## src/rtl/riscv_pkg.sv

```systemverilog
// Shared core-wide constants for the RISC-V front end.
package riscv_pkg;

    localparam int unsigned XLEN = 32;

    localparam logic [XLEN-1:0] NOP_INSTR        = 32'h0000_0013;
    localparam logic [XLEN-1:0] DEFAULT_RESET_PC = 32'h0000_0000;

endpackage

```

## src/rtl/fetch_buffer.sv

```systemverilog
// Two-entry FIFO of {pc, instr} pairs between instruction memory and decode.
module fetch_buffer
    import riscv_pkg::*;
(
    input  logic            clk,
    input  logic            reset,
    input  logic            i_push,
    input  logic            i_pop,
    input  logic            i_flush,
    input  logic [XLEN-1:0] i_pc,
    input  logic [XLEN-1:0] i_instr,
    output logic [1:0]      o_count,
    output logic            o_valid,
    output logic [XLEN-1:0] o_head_pc,
    output logic [XLEN-1:0] o_head_instr
);

    logic [XLEN-1:0] r_pc    [2];
    logic [XLEN-1:0] r_instr [2];
    logic            r_head;
    logic [1:0]      r_count;

    logic w_pop;
    logic w_tail;

    assign w_pop  = i_pop & (r_count != 2'd0);
    // A push only happens with count <= 1, so the tail is head + count mod 2.
    assign w_tail = r_head ^ r_count[0];

    always_ff @(posedge clk or posedge reset) begin
        if (reset) begin
            r_head  <= 1'b0;
            r_count <= 2'd0;
            for (int unsigned i = 0; i < 2; i++) begin
                r_pc[i]    <= '0;
                r_instr[i] <= NOP_INSTR;
            end
        end else if (i_flush) begin
            r_head  <= 1'b0;
            r_count <= 2'd0;
        end else begin
            if (i_push) begin
                r_pc[w_tail]    <= i_pc;
                r_instr[w_tail] <= i_instr;
            end
            if (w_pop) begin
                r_head <= ~r_head;
            end
            r_count <= r_count + {1'b0, i_push} - {1'b0, w_pop};
        end
    end

    assign o_count      = r_count;
    assign o_valid      = (r_count != 2'd0);
    assign o_head_pc    = r_pc[r_head];
    assign o_head_instr = r_instr[r_head];

endmodule

```

## src/rtl/instruction_fetch_unit.sv

```systemverilog
// Fetch initiator: owns the pc, issues reads to a 1-cycle synchronous imem,
// tracks the single outstanding read and queues responses for decode.
module instruction_fetch_unit
    import riscv_pkg::*;
#(
    parameter logic [XLEN-1:0] RESET_PC  = DEFAULT_RESET_PC,
    parameter int unsigned     BUF_DEPTH = 2
)(
    input  logic            clk,
    input  logic            reset,
    output logic [XLEN-1:0] imem_addr,
    input  logic [XLEN-1:0] imem_rdata,
    input  logic            redirect_valid,
    input  logic [XLEN-1:0] redirect_pc,
    output logic            fetch_valid,
    output logic [XLEN-1:0] fetch_instr,
    output logic [XLEN-1:0] fetch_pc,
    input  logic            fetch_ready
);

    localparam logic [2:0] CREDITS = 3'(BUF_DEPTH);

    logic [XLEN-1:0] r_pc;
    logic            r_inflight;
    logic [XLEN-1:0] r_inflight_pc;

    logic [1:0]      w_count;
    logic [2:0]      w_used;
    logic            w_pop;
    logic            w_push;
    logic            w_issue;
    logic [XLEN-1:0] w_redirect_pc;

    assign w_redirect_pc = redirect_pc & ~32'h3;
    assign w_used        = {1'b0, w_count} + {2'b00, r_inflight};
    assign w_pop         = fetch_valid & fetch_ready;
    // A slot freed by this cycle's pop may be re-spent on a new issue.
    assign w_issue       = redirect_valid | (w_used < CREDITS) |
                           ((w_used == CREDITS) & w_pop);
    assign w_push        = r_inflight & ~redirect_valid;

    assign imem_addr = redirect_valid ? (w_redirect_pc >> 2) : (r_pc >> 2);

    always_ff @(posedge clk or posedge reset) begin
        if (reset) begin
            r_pc          <= RESET_PC;
            r_inflight    <= 1'b0;
            r_inflight_pc <= '0;
        end else if (redirect_valid) begin
            r_inflight    <= 1'b1;
            r_inflight_pc <= w_redirect_pc;
            r_pc          <= w_redirect_pc + 32'd4;
        end else begin
            r_inflight <= w_issue;
            if (w_issue) begin
                r_inflight_pc <= r_pc;
                r_pc          <= r_pc + 32'd4;
            end
        end
    end

    fetch_buffer u_fetch_buffer (
        .clk          (clk),
        .reset        (reset),
        .i_push       (w_push),
        .i_pop        (w_pop),
        .i_flush      (redirect_valid),
        .i_pc         (r_inflight_pc),
        .i_instr      (imem_rdata),
        .o_count      (w_count),
        .o_valid      (fetch_valid),
        .o_head_pc    (fetch_pc),
        .o_head_instr (fetch_instr)
    );

endmodule

```

## config.mk

```make
export PLATFORM = sky130hd
export DESIGN_NAME = instruction_fetch_unit
export DESIGN_NICKNAME = d
export VERILOG_FILES = /design/src/rtl/riscv_pkg.sv /design/src/rtl/fetch_buffer.sv /design/src/rtl/instruction_fetch_unit.sv
export SDC_FILE = /design/constraint.sdc
export NUM_CORES = 1
export LEC_CHECK = 0
export ABC_AREA = 0
export BUFFER_PORTS_ARGS = -buffer_cell sky130_fd_sc_hd__buf_2
export CAP_MARGIN = 15
export CORE_MARGIN = 1
export CORE_UTILIZATION = 60
export CTS_CLUSTER_SIZE = 28
export DETAILED_ROUTE_END_ITERATION = 10
export HOLD_SLACK_MARGIN = 0.1
export PLACE_DENSITY = 0.85
export SLEW_MARGIN = 20
export SYNTH_ARGS = -nofsm -noshare
export SYNTH_HDL_FRONTEND = slang
export SYNTH_SLANG_ARGS = --single-unit
```

## constraint.sdc

```tcl
create_clock -name clk -period 14.2 [get_ports clk]
set_input_delay 2.84 -clock clk [delete_from_list [all_inputs] [get_ports clk]]
set_output_delay 2.84 -clock clk [all_outputs]
set_load 0.005 [all_outputs]
```

Word-level counts from Yosys, hierarchy flattened
Index checks and enable logic that the tools add are counted.
- bitwise logic cells: 11
- reduce and logical (&&, ||, !) cells: 5
- equality and inequality tests: 1
- $add $sub $neg: 5
- muxes and demuxes: 19
- magnitude comparators: 4
- operator list (kind ; count):
    32-bit two-way mux ; 11
    64-bit bitwise mux ; 2
    32-bit by 3-bit adder with 32-bit output (second input constant) ; 2
    32-bit demux with 1-bit select ; 1
    30-bit two-way mux ; 1
    2-bit nonzero test ; 3
    1-bit AND ; 4
    2-bit greater-or-equal comparator (second input constant) ; 2
    1-bit inverter with 2-bit output ; 2
    2-bit by 1-bit adder with 3-bit output ; 1
    3-bit by 2-bit == test with 1-bit output (second input constant) ; 1
    3-bit by 2-bit < comparator with 1-bit output (second input constant) ; 1
    1-bit two-way mux ; 3
    2-bit by 1-bit adder with 2-bit output ; 1
    2-bit by 1-bit < comparator with 1-bit output (second input constant) ; 1
    2-bit two-way mux ; 1
    1-bit inverter ; 2
    1-bit OR ; 2
    2-bit AND reduction ; 1
    2-bit by 1-bit subtractor with 2-bit output ; 1
    1-bit logical AND ; 1
    1-bit bitwise XOR ; 1
- input port bits: 68
- register bits after elaboration: 196
- output and inout port bits: 97

Logic depth before layout (Yosys ltp)
Gate-level depths: netlist of the first run.
- depth in word-level cells: 7
- depth in mapped cells: 11
- mapped depth without buffers: 9

Modules after synthesis
Synthesis of the first run repeated with hierarchy kept, for this count alone.
- cell total of the unflattened synthesis: 751
- area, all modules: 9208.8 um2
- modules (own cells, without submodules) (module ; area an instance (um2) ; times used ; seq. area each (um2) ; cells an instance):
    fetch_buffer ; 5693.0 ; 1 ; 3285.7 ; 360
    instruction_fetch_unit ; 3515.9 ; 1 ; 1526.5 ; 391

Least setup slack after synthesis of the first run
No wires, ideal clock.
- kind: input to output
- from: input port redirect_valid
- to: output port imem_addr[20]
- buffers on the path: 5
- path slack: 7.332 ns
- data arrival time: 4.028 ns
- stages: 7
- path through: buf_6 > buf_8 > buf_6 > buf_2 > buf_2 > mux2i_1 > inv_1
- longest elaborated chain between the ends: 1
- RTL lines (element ; line ; source):
    from (decl) ; instruction_fetch_unit.sv:13 ; input logic redirect_valid,
    30-bit two-way mux ; instruction_fetch_unit.sv:42 ; assign imem_addr = redirect_valid ? (w_redirect_pc >> 2) : (r_pc >> 2);
    to (decl) ; instruction_fetch_unit.sv:11 ; output logic [XLEN-1:0] imem_addr,
No other way between the ends.

Worst setup path after layout of the first run
- from: input port redirect_valid
- to: output port imem_addr[24]
Same word-level chain as after synthesis.

==> results.tsv, run 1 <==
stage	metric	value	unit
run_status	status	complete, no violations	
finish	n_diodes	0	
timing	setup ws final	6.95	ns
detailed_routing	starting DRC count in detailed routing	379	
setup_path	Setup crit start kind	input port	
place	Place WS	7.02	ns
timing	period utilization	51.0	%
timing	pins over their slew limit	0	
global_routing	vias in the first global route	6338	
detailed_routing	Avg Vias per Cell	5.77	
place	gpl congestion	0.836	
finish	final cell count without fillers	1078	
detailed_routing	vias	6224	
setup_path	WP data arrival	4.41	ns
setup_path	max incr delay on CP	0.61	ns
setup_path	Worst R2R Path Depth	11	
finish	share of layout cells above drive strength 1	46.5	%
clocking	htree depth	4	
global_routing	global-route wire length before repair	32100	µm
place	dpl cells	1046	
timing	max-slew headroom at the worst pin	39.1	%
clocking	postcts setup bufs	0	
setup_path	slowest CP cell	buf_4	
detailed_routing	Residual DRC	0	
global_routing	Global Route Usage Sum	26.1	%
clocking	Root Driver	clkbuf_16	
setup_path	R2R setup slack	10.85	ns
min_path	hold crit path type	reg -> reg	
die	initial core utilization	61.9	%
clocking	cts hold-fix bufs	0	
synthesis	syn_area_per_cell	12.2	µm²
power_and_ir_drop	power per cell area	230	nW/µm²
timing	Setup TNS Final	0	ns
global_routing	met1 Resource Use GR	35.9	%
detailed_routing	drt wl/cell	18.0	µm
min_path	hold endpoint	r_pc[31]$_DFFE_PP0P_	
synthesis	share of flip-flops with an asynchronous set or reset	100	%
timing	final count of negative-setup-slack endpoints	0	
die	die span in x	125	µm
timing	measured slew at the worst slew-check pin	0.913	ns
synthesis	Yosys cell types	51	
synthesis	EDFF count, synth	0	
synthesis	Yosys warning total	0	
clocking	CTS tree	done	
detailed_routing	1st-pass router iterations	5	
clocking	insertion delay to the later sink of the worst-skew pair	0.43	ns
job	max-capacitance violation count	0	
die	I/O Pins	165	
global_routing	GR peak layer	met2	
min_path	Hold Startpoint	r_pc[31]$_DFFE_PP0P_	
die	die area	15600	µm²
setup_path	reg2reg start	u_fetch_buffer.o_count[0]$_DFF_PP0_	
setup_path	Critical Path RT	11.36	ns
synthesis	Most used DFF post-synth	dfrtp_1	
setup_path	Setup CP Type	in -> out	
setup_path	Most common cell on crit path	buf_2	
finish	commonest non-fill, non-tap cell in the layout	mux2_2	
global_routing	antenna violations before repair	0	
timing	Final min period	7.25	ns
timing	RSZ-0062 raised after global routing	false	
synthesis	Post-Synthesis Cells	738	
global_routing	GR Overflow Total	0	
setup_path	R2R Path End	r_pc[24]$_DFFE_PP0P_	
setup_path	Critical Path Fanout Max	67	
global_routing	largest net degree at the start of global routing	76	
detailed_routing	Routed Antenna Nets	0	
global_routing	met3 Use GR	5.97	%
detailed_routing	total wire length	19400	µm
global_routing	met2 usage	41.7	%
place	HPWL Detailed	12800	µm
die	core area	14600	µm²
power_and_ir_drop	peak supply drop	0.0000988	V
finish	Layout Nets	955	
finish	most frequent cells in the layout	196 x mux2_2, 181 x dfrtp_1, 158 x buf_2	
timing	Fin. Hold Viols	0	
min_path	worst hold path depth	2	
clocking	# resized after CTS	0	
timing	fmax	0.138	GHz
synthesis	Synth Register Bits	188	
clocking	deepest clock path buffer count	2	
finish	Syn-to-layout area delta	15.9	%
die	row count	44	
synthesis	synthesized area	9040	µm²
clocking	CTS Buf Count	17	
synthesis	sequential share of the synthesized area	52.1	%
clocking	clk sink count	188	
timing	clk_skew	0.00710	ns
power_and_ir_drop	LEAKAGE	4.66	nW
setup_path	worst path cell trace	buf_2 > buf_4 > mux2i_1 > inv_1 > buf_2	
place	port bufs	158	
clocking	Worst-path clk slew	0.06	ns
setup_path	endpoint class of the critical path	primary output	
die	chip height	125	µm
## report_power, final
group | switching [mW] | internal [mW] | leakage [nW]
registers | 0.177 | 0.817 | 2.18
logic | 0.436 | 0.535 | 2.22
clock network | 0.202 | 0.238 | 0.257
total | 0.815 | 1.59 | 4.66
## how the worst max path moves through the flow
stage                               from              endpoint  slack, ns  cells after the start
final                     redirect_valid         imem_addr[24]       6.95                      5
after global placement    redirect_valid         imem_addr[15]       7.04                      5
after CTS                 redirect_valid         imem_addr[24]       6.97                      5
after floorplan                    reset  r_inflight$_DFF_PP0_       6.26                      1
after global routing      redirect_valid         imem_addr[24]       6.85                      5
after detailed placement  redirect_valid         imem_addr[24]       7.02                      5
## cell type report
class	count	area (µm²)
clock inverter	12	90.1
sequential	188	4710
timing repair buffer	168	866
multi-input combinational	477	3990
fill	1053	4120
tap	184	230
clock buffer	20	467
inverter	29	114
## cells in the mapped netlist (3+ instances only)
library cell | n | area (µm²)
a21oi_1 | 38 | 190
and3_1 | 5 | 31.3
nand3b_1 | 5 | 37.5
a31oi_1 | 4 | 25.0
nor2_1 | 60 | 225
mux2i_1 | 21 | 210
buf_4 | 4 | 30.0
nand2b_1 | 3 | 18.8
dfstp_2 | 6 | 158
clkbuf_1 | 24 | 90.1
buf_1 | 4 | 15.0
a22oi_1 | 3 | 22.5
nand2_1 | 28 | 105
mux2_2 | 196 | 2210
dfrtp_1 | 182 | 4550
nor4_1 | 5 | 31.3
nand4b_1 | 4 | 35.0
nand4_1 | 8 | 50.1
ha_1 | 6 | 75.1
nand3_1 | 10 | 50.1
buf_2 | 10 | 50.1
buf_6 | 3 | 33.8
o21a_1 | 4 | 30.0
xnor2_1 | 15 | 131
inv_1 | 29 | 109
o31ai_1 | 9 | 67.6
xor2_1 | 6 | 52.6
nor3_1 | 4 | 20.0
o31a_1 | 4 | 35.0
o21ai_0 | 6 | 30.0
and4_1 | 5 | 43.8
## state kept, by name (all words and copies together), names as in the netlist
register / count
u_fetch_buffer.r_instr: 64
u_fetch_buffer.r_pc: 60
r_inflight: 1
r_inflight_pc: 30
u_fetch_buffer.r_head: 1
r_pc: 30
u_fetch_buffer.o_count: 2
## per-stage QoR
step / util (%) / hold WS [ns] / area (µm²) / power, mW
2_1_floorplan: - / 0.445 / 9050 / 1.63
3_3_place_gp: 68.0 / 0.463 / 9920 / 1.91
3_5_place_dp: 68.0 / 0.471 / 9920 / 1.97
4_1_cts: 71.8 / 0.486 / 10500 / 2.42
5_1_grt: 71.8 / 0.508 / 10500 / 2.57
6_report: 71.8 / 0.481 / 10500 / 2.40
## metal layers
metal	vias up	part of all wire, %
met2	209	48
met1	3111	45
li1	2888	-
met5	-	0
met3	16	5.9
met4	0	0.93
## kinds of logic after synthesis
group	synth area share (%)
buffers and inverters	3.96
adder cells (fa/ha/maj)	0.831
AO/OA/AOI/OAI	6.08
AND/OR/NAND/NOR	8.16
XOR/XNOR	2.04
flip-flops	52.1
multiplexers	26.8
other	0.0415
## worst max-delay path: cells and delay by family
kind                   cells  cell delay, ns
buffers and inverters      4            1.00
multiplexers               1            0.53
Note: power is estimated with default switching activity, not from simulation.
==> run 2, diff against run 1 <==
Settings changed: CORE_UTILIZATION 60 to 51, PLACE_DENSITY 0.85 to 0.77.
Clock period 14.2 ns to 6.4 ns, I/O delays scaled along.
==> results.tsv, run 2 (synthesis results as in run 1) <==
stage	metric	value	unit	change
global_routing	largest net degree at the start of global routing	103		+36%
clocking	Worst-path clk slew	0.06	ns	about the same
clocking	deepest clock path buffer count	2		unchanged
detailed_routing	Routed Antenna Nets	0		unchanged
timing	Fin. Hold Viols	0		unchanged
finish	max reg flops	64		unchanged
finish	commonest non-fill, non-tap cell in the layout	mux2_2		
setup_path	Setup crit start kind	input port		
global_routing	GR Overflow Total	0		unchanged
timing	Setup TNS Final	0	ns	unchanged
detailed_routing	Avg Vias per Cell	5.49		-4.8%
global_routing	Global Route Usage Sum	21.6	%	-4.5 points
global_routing	antenna violations before repair	0		unchanged
finish	share of layout cells above drive strength 1	46.2	%	-0.28 points
place	HPWL Detailed	13000	µm	+1.5%
detailed_routing	total wire length	18900	µm	-2.2%
place	port bufs	158		unchanged
timing	Final min period	4.35	ns	
finish	filler instances	1400		+33%
die	die span in x	135	µm	+8.3%
finish	Most flops, register	u_fetch_buffer.r_instr		
finish	final cell count without fillers	1118		+3.7%
place	gpl congestion	0.819		-2.1%
detailed_routing	1st-pass router iterations	4		-1
power_and_ir_drop	LEAKAGE	4.70	nW	+0.84%
detailed_routing	Residual DRC	0		unchanged
clocking	clk sink count	188		unchanged
place	dpl cells	1086		+3.8%
die	chip height	135	µm	+8.3%
job	max-capacitance violation count	0		unchanged
run_status	status	complete, no violations		
clocking	postcts setup bufs	0		unchanged
die	die area	18300	µm²	+17%
detailed_routing	vias	6143		-1.3%
timing	pins over their slew limit	0		unchanged
finish	multi-input logic area	3990	µm²	unchanged
global_routing	global-route wire length before repair	30700	µm	-4.3%
setup_path	Setup CP Type	in -> out		
min_path	hold crit path type	reg -> reg		
timing	max-slew headroom at the worst pin	31.8	%	-7.3 points
finish	Top Registers	u_fetch_buffer.r_instr (64), u_fetch_buffer.r_pc (60)		
finish	Syn-to-layout area delta	17.0	%	
die	I/O Pins	165		unchanged
clocking	Root Driver	clkbuf_16		
setup_path	Critical Path RT	5.12	ns	-6.24 ns
die	row count	48		+9.1%
power_and_ir_drop	peak supply drop	0.000257	V	+160%
finish	FF+latch area	4710	µm²	unchanged
clocking	# resized after CTS	0		unchanged
timing	measured slew at the worst slew-check pin	1.02	ns	+0.110 ns
setup_path	endpoint class of the critical path	primary output		
die	core area	17300	µm²	+19%
timing	final count of negative-setup-slack endpoints	0		unchanged
global_routing	vias in the first global route	6004		-5.3%
timing	clk_skew	0.00989	ns	+0.00280 ns
timing	period utilization	67.9	%	
clocking	CTS tree	done		
setup_path	Critical Path Fanout Max	50		-25%
clocking	insertion delay to the later sink of the worst-skew pair	0.43	ns	about the same
clocking	CTS Buf Count	17		unchanged
finish	n_diodes	0		unchanged
setup_path	WP data arrival	3.07	ns	-1.34 ns
detailed_routing	drt wl/cell	16.9	µm	-5.7%
power_and_ir_drop	power per cell area	511	nW/µm²	+120%
finish	Layout Nets	954		-0.10%
timing	RSZ-0062 raised after global routing	false		
clocking	htree depth	4		unchanged
finish	most frequent cells in the layout	196 x mux2_2, 181 x dfrtp_1, 158 x buf_2		
clocking	cts hold-fix bufs	0		unchanged
detailed_routing	starting DRC count in detailed routing	336		-11%
timing	fmax	0.230	GHz	
die	initial core utilization	52.2	%	-9.7 points
## run 2: cell count changes in the layout (fill, tap and decap cells not counted), moves of 2 or more
cell / delta
clkbuf_8: -2
clkinv_4: +3
clkbuf_1: +2
bufinv_16: +3
clkinvlp_4: -6
## run 2: path summary, 6_finish.rpt
check	endpoint	cells after the start	from	slack, ns
worst min-delay path	r_pc[2]$_DFFE_PP0P_	2	r_pc[2]$_DFFE_PP0P_	0.48
worst min register to register	r_pc[2]$_DFFE_PP0P_	2	r_pc[2]$_DFFE_PP0P_	0.48
worst max-delay path	imem_addr[5]	5	redirect_valid	2.05
max in group asynchronous	u_fetch_buffer.r_instr[32]$_DFFE_PP1P_	3	reset	4.23
worst max register to register	u_fetch_buffer.r_instr[38]$_DFFE_PP0P_	5	u_fetch_buffer.r_head$_DFFE_PP0P_	2.92
min in group asynchronous	u_fetch_buffer.r_instr[18]$_DFFE_PP0P_	2	reset	1.03
## run 2: layout make-up
| cell class | count | share of cell area, % |
|---|---|---|
| flip-flops and latches | 188 | 44.6 |
| clock inverters | 12 | 1.55 |
| clock buffers | 20 | 4.23 |
| multi-input cells | 477 | 37.8 |
| well taps | 225 | 2.66 |
| repair buffers | 167 | 8.12 |
| inverters | 29 | 1.08 |
## run 2: critical path: stages
cell and delay (ns):
buf_2 0.75, buf_4 0.39, mux2i_1 0.37, inv_1 0.12, buf_2 0.15
## run 2: routing by layer
layer  track usage (%)  up-vias  part of all wire [%]
met5                 0        -                     0
met4              6.99        0                   1.3
met3              3.90       16                   4.7
met2              33.2      154                    46
met1              30.8     3072                    48
li1                  -     2901                     -
## run 2: where the power goes
group | total [mW] | internal [mW] | switching (mW)
Combinational | 2.14 | 1.18 | 0.958
Sequential | 2.18 | 1.81 | 0.370
Clock | 1.08 | 0.631 | 0.450
## run 2: through the flow
step / cell area, µm² / setup WS (ns) / hold slack [ns] / power, mW / util, %
2_1_floorplan: 9050 / 0.0161 / 0.445 / 3.62 / -
3_3_place_gp: 9960 / 2.05 / 0.462 / 4.27 / 57.6
3_5_place_dp: 9960 / 2.01 / 0.470 / 4.36 / 57.6
4_1_cts: 10600 / 2.05 / 0.485 / 5.46 / 61.1
5_1_grt: 10600 / 1.85 / 0.511 / 5.78 / 61.1
6_report: 10600 / 2.05 / 0.480 / 5.40 / 61.1
==> run 3, diff against run 2 <==
Settings changed: ABC_AREA 0 to 1, CORE_UTILIZATION 51 to 56, PLACE_DENSITY 0.77 to 0.8.
Clock period 6.4 ns to 4.2 ns, I/O delays scaled along.
==> results.tsv, run 3 <==
stage	metric	value	unit	change
clocking	clk sink count	188		unchanged
finish	Final Core Density	66.5	%	+5.4 points
detailed_routing	starting DRC count in detailed routing	585		+74%
synthesis	Yosys cell types	35		-31%
power_and_ir_drop	power per cell area	707	nW/µm²	+38%
finish	filler instances	1370		-2.1%
setup_path	Setup CP Type	in -> out		
place	HPWL Detailed	13300	µm	+2.0%
die	I/O Pins	165		unchanged
clocking	cts hold-fix bufs	0		unchanged
synthesis	post-synth top area cell	dfrtp_1		
timing	clk_skew	0.00652	ns	-0.00337 ns
timing	Fin. Hold Viols	0		unchanged
synthesis	EDFF count, synth	0		unchanged
timing	Hold WS	0.481	ns	+0.000732 ns
clocking	CTS Buf Count	17		unchanged
power_and_ir_drop	LEAKAGE	5.60	nW	+19%
die	row count	46		-4.2%
global_routing	Global Route Usage Sum	25.9	%	+4.3 points
min_path	hold crit path type	reg -> reg		
detailed_routing	1st-pass router iterations	5		+1
finish	n_diodes	0		unchanged
detailed_routing	vias	7794		+27%
global_routing	global-route wire length before repair	34000	µm	+11%
synthesis	Post-Synthesis Cells	1171		+59%
timing	period utilization	67.6	%	
timing	max-slew headroom at the worst pin	29.5	%	-2.3 points
job	max-capacitance violation count	0		unchanged
place	gpl congestion	0.895		+9.3%
detailed_routing	Routed Antenna Nets	0		unchanged
setup_path	Setup crit start kind	input port		
timing	RSZ-0062 raised after global routing	false		
timing	final count of negative-setup-slack endpoints	0		unchanged
place	Place WS	1.29	ns	-0.720 ns
synthesis	Synth top cells by count	476 x nand2_1, 182 x dfrtp_1, 148 x o21ai_0		
timing	Setup TNS Final	0	ns	unchanged
power_and_ir_drop	peak supply drop	0.000383	V	+49%
finish	Syn-to-layout area delta	16.0	%	
global_routing	vias in the first global route	7003		+17%
setup_path	endpoint class of the critical path	primary output		
finish	max reg flops	64		unchanged
power_and_ir_drop	Final Power	7.47	mW	+38%
setup_path	Critical Path RT	3.36	ns	-1.76 ns
die	die area	16800	µm²	-8.1%
synthesis	area share of the largest cell type after synthesis	50.0	%	-0.39 points
die	core area	15900	µm²	-8.2%
detailed_routing	drt wl/cell	13.7	µm	-19%
clocking	deepest clock path buffer count	2		unchanged
clocking	Root Driver	clkbuf_16		
global_routing	largest net degree at the start of global routing	108		+4.9%
timing	Final min period	2.84	ns	
finish	Top Registers	u_fetch_buffer.r_instr (64), u_fetch_buffer.r_pc (60)		
detailed_routing	Avg Vias per Cell	5.12		-6.9%
clocking	htree depth	4		unchanged
timing	measured slew at the worst slew-check pin	1.06	ns	+0.0349 ns
clocking	postcts setup bufs	0		unchanged
die	die span in x	130	µm	-4.1%
clocking	insertion delay to the later sink of the worst-skew pair	0.43	ns	about the same
global_routing	GR Overflow Total	0		unchanged
clocking	CTS tree	done		
finish	final cell count without fillers	1523		+36%
synthesis	count leader, synth	nand2_1		
finish	commonest non-fill, non-tap cell in the layout	nand2_1		
place	placed cell areas	9970	µm²	+0.13%
detailed_routing	Residual DRC	0		unchanged
clocking	# resized after CTS	0		unchanged
clocking	Worst-path clk slew	0.06	ns	about the same
finish	Most flops, register	u_fetch_buffer.r_instr		
synthesis	sequential share of the synthesized area	51.7	%	-0.41 points
synthesis	Synth Register Bits	188		unchanged
synthesis	syn_area_per_cell	7.78	µm²	-36%
place	dpl cells	1493		+37%
finish	share of layout cells above drive strength 1	20.0	%	-26 points
synthesis	synthesized area	9110	µm²	+0.79%
synthesis	Yosys warning total	0		unchanged
setup_path	Critical Path Fanout Max	32		-36%
synthesis	share of flip-flops with an asynchronous set or reset	100	%	unchanged
timing	setup ws final	1.36	ns	-0.691 ns
finish	Finished Cell Area	10600	µm²	about the same
detailed_routing	total wire length	20900	µm	+10%
die	initial core utilization	57.3	%	+5.1 points
run_status	status	complete, no violations		
timing	pins over their slew limit	0		unchanged
die	chip height	130	µm	-4.1%
global_routing	antenna violations before repair	0		unchanged
synthesis	top cells by area, synth	dfrtp_1 50%, nand2_1 20%, o21ai_0 8.1%		
synthesis	Most used DFF post-synth	dfrtp_1		
timing	fmax	0.352	GHz	
setup_path	WP data arrival	2.00	ns	-1.07 ns
place	port bufs	158		unchanged
finish	most frequent cells in the layout	475 x nand2_1, 181 x dfrtp_1, 158 x buf_2		
finish	Layout Nets	1370		+44%
[run 3: cell count changes after synthesis, moves of 13 or more]
cell,before,now
nand2_1,28,476
mux2_2,196,0
o21ai_0,6,148
inv_1,29,105
a21oi_1,38,6
nand2_2,0,28
nand3_1,10,33
mux2i_1,21,0
nor2_1,60,47
xnor2_1,15,2
[run 3: cells by family (layout without fill, tap and decap cells)]
logic type	count (synthesis)	count (layout)	share of synthesized area [%]
and+or+nand+nor	617	617	28.3
DFF	188	188	51.7
AOI/OAI and AO/OA	179	179	10.3
buffers and inverters	174	307	8.26
adders and majority gates	6	6	0.824
xor gates and xnor gates	6	6	0.577
other	1	4	0.0412
[run 3: final cells by class]
cell class	instances	area, µm²	share of cell area [%]
Clock buffer	22	454	4.30
Tap cell	216	270	2.56
Timing Repair Buffer	166	888	8.41
Sequential cell	188	4710	44.6
Clock inverter	8	143	1.35
Inverter	111	428	4.05
Multi-Input combinational cell	812	3670	34.7
[run 3: metal layers]
metal / up-vias / share of wire (%) / GRT usage, % / routed length (µm)
met2: 274 / 46 / 40.7 / 9500
met3: 31 / 6.4 / 5.37 / 1330
met5: - / 0 / 0 / 0
met1: 3620 / 46 / 36.2 / 9660
met4: 0 / 1.8 / 8.34 / 374
li1: 3869 / - / - / -
[run 3: path summary, 6_finish.rpt]
path	startpoint	endpoint	slack [ns]	cells after the start
setup / recovery	redirect_valid	imem_addr[29]	1.36	6
hold / removal	u_fetch_buffer.r_instr[39]$_DFFE_PP0P_	u_fetch_buffer.r_instr[39]$_DFFE_PP0P_	0.48	2
setup reg to reg	u_fetch_buffer.o_count[0]$_DFF_PP0_	r_pc[16]$_DFFE_PP0P_	1.55	9
hold reg to reg	u_fetch_buffer.r_instr[39]$_DFFE_PP0P_	u_fetch_buffer.r_instr[39]$_DFFE_PP0P_	0.48	2
max in group asynchronous	reset	u_fetch_buffer.r_instr[61]$_DFFE_PP0P_	2.69	3
min in group asynchronous	reset	u_fetch_buffer.r_pc[30]$_DFFE_PP0P_	0.59	2
[run 3: critical path: stages]
cell and delay, ns:
buf_2 0.12, clkinv_4 0.23, or2_2 0.36, o21ai_0 0.12
inv_1 0.16, buf_2 0.16
[run 3: where the power goes]
group | internal [mW] | leakage [nW] | switching, mW
combinational | 0.995 | 2.98 | 1.74
clock | 1.00 | 0.290 | 0.654
sequential | 2.66 | 2.32 | 0.415
total | 4.66 | 5.60 | 2.81
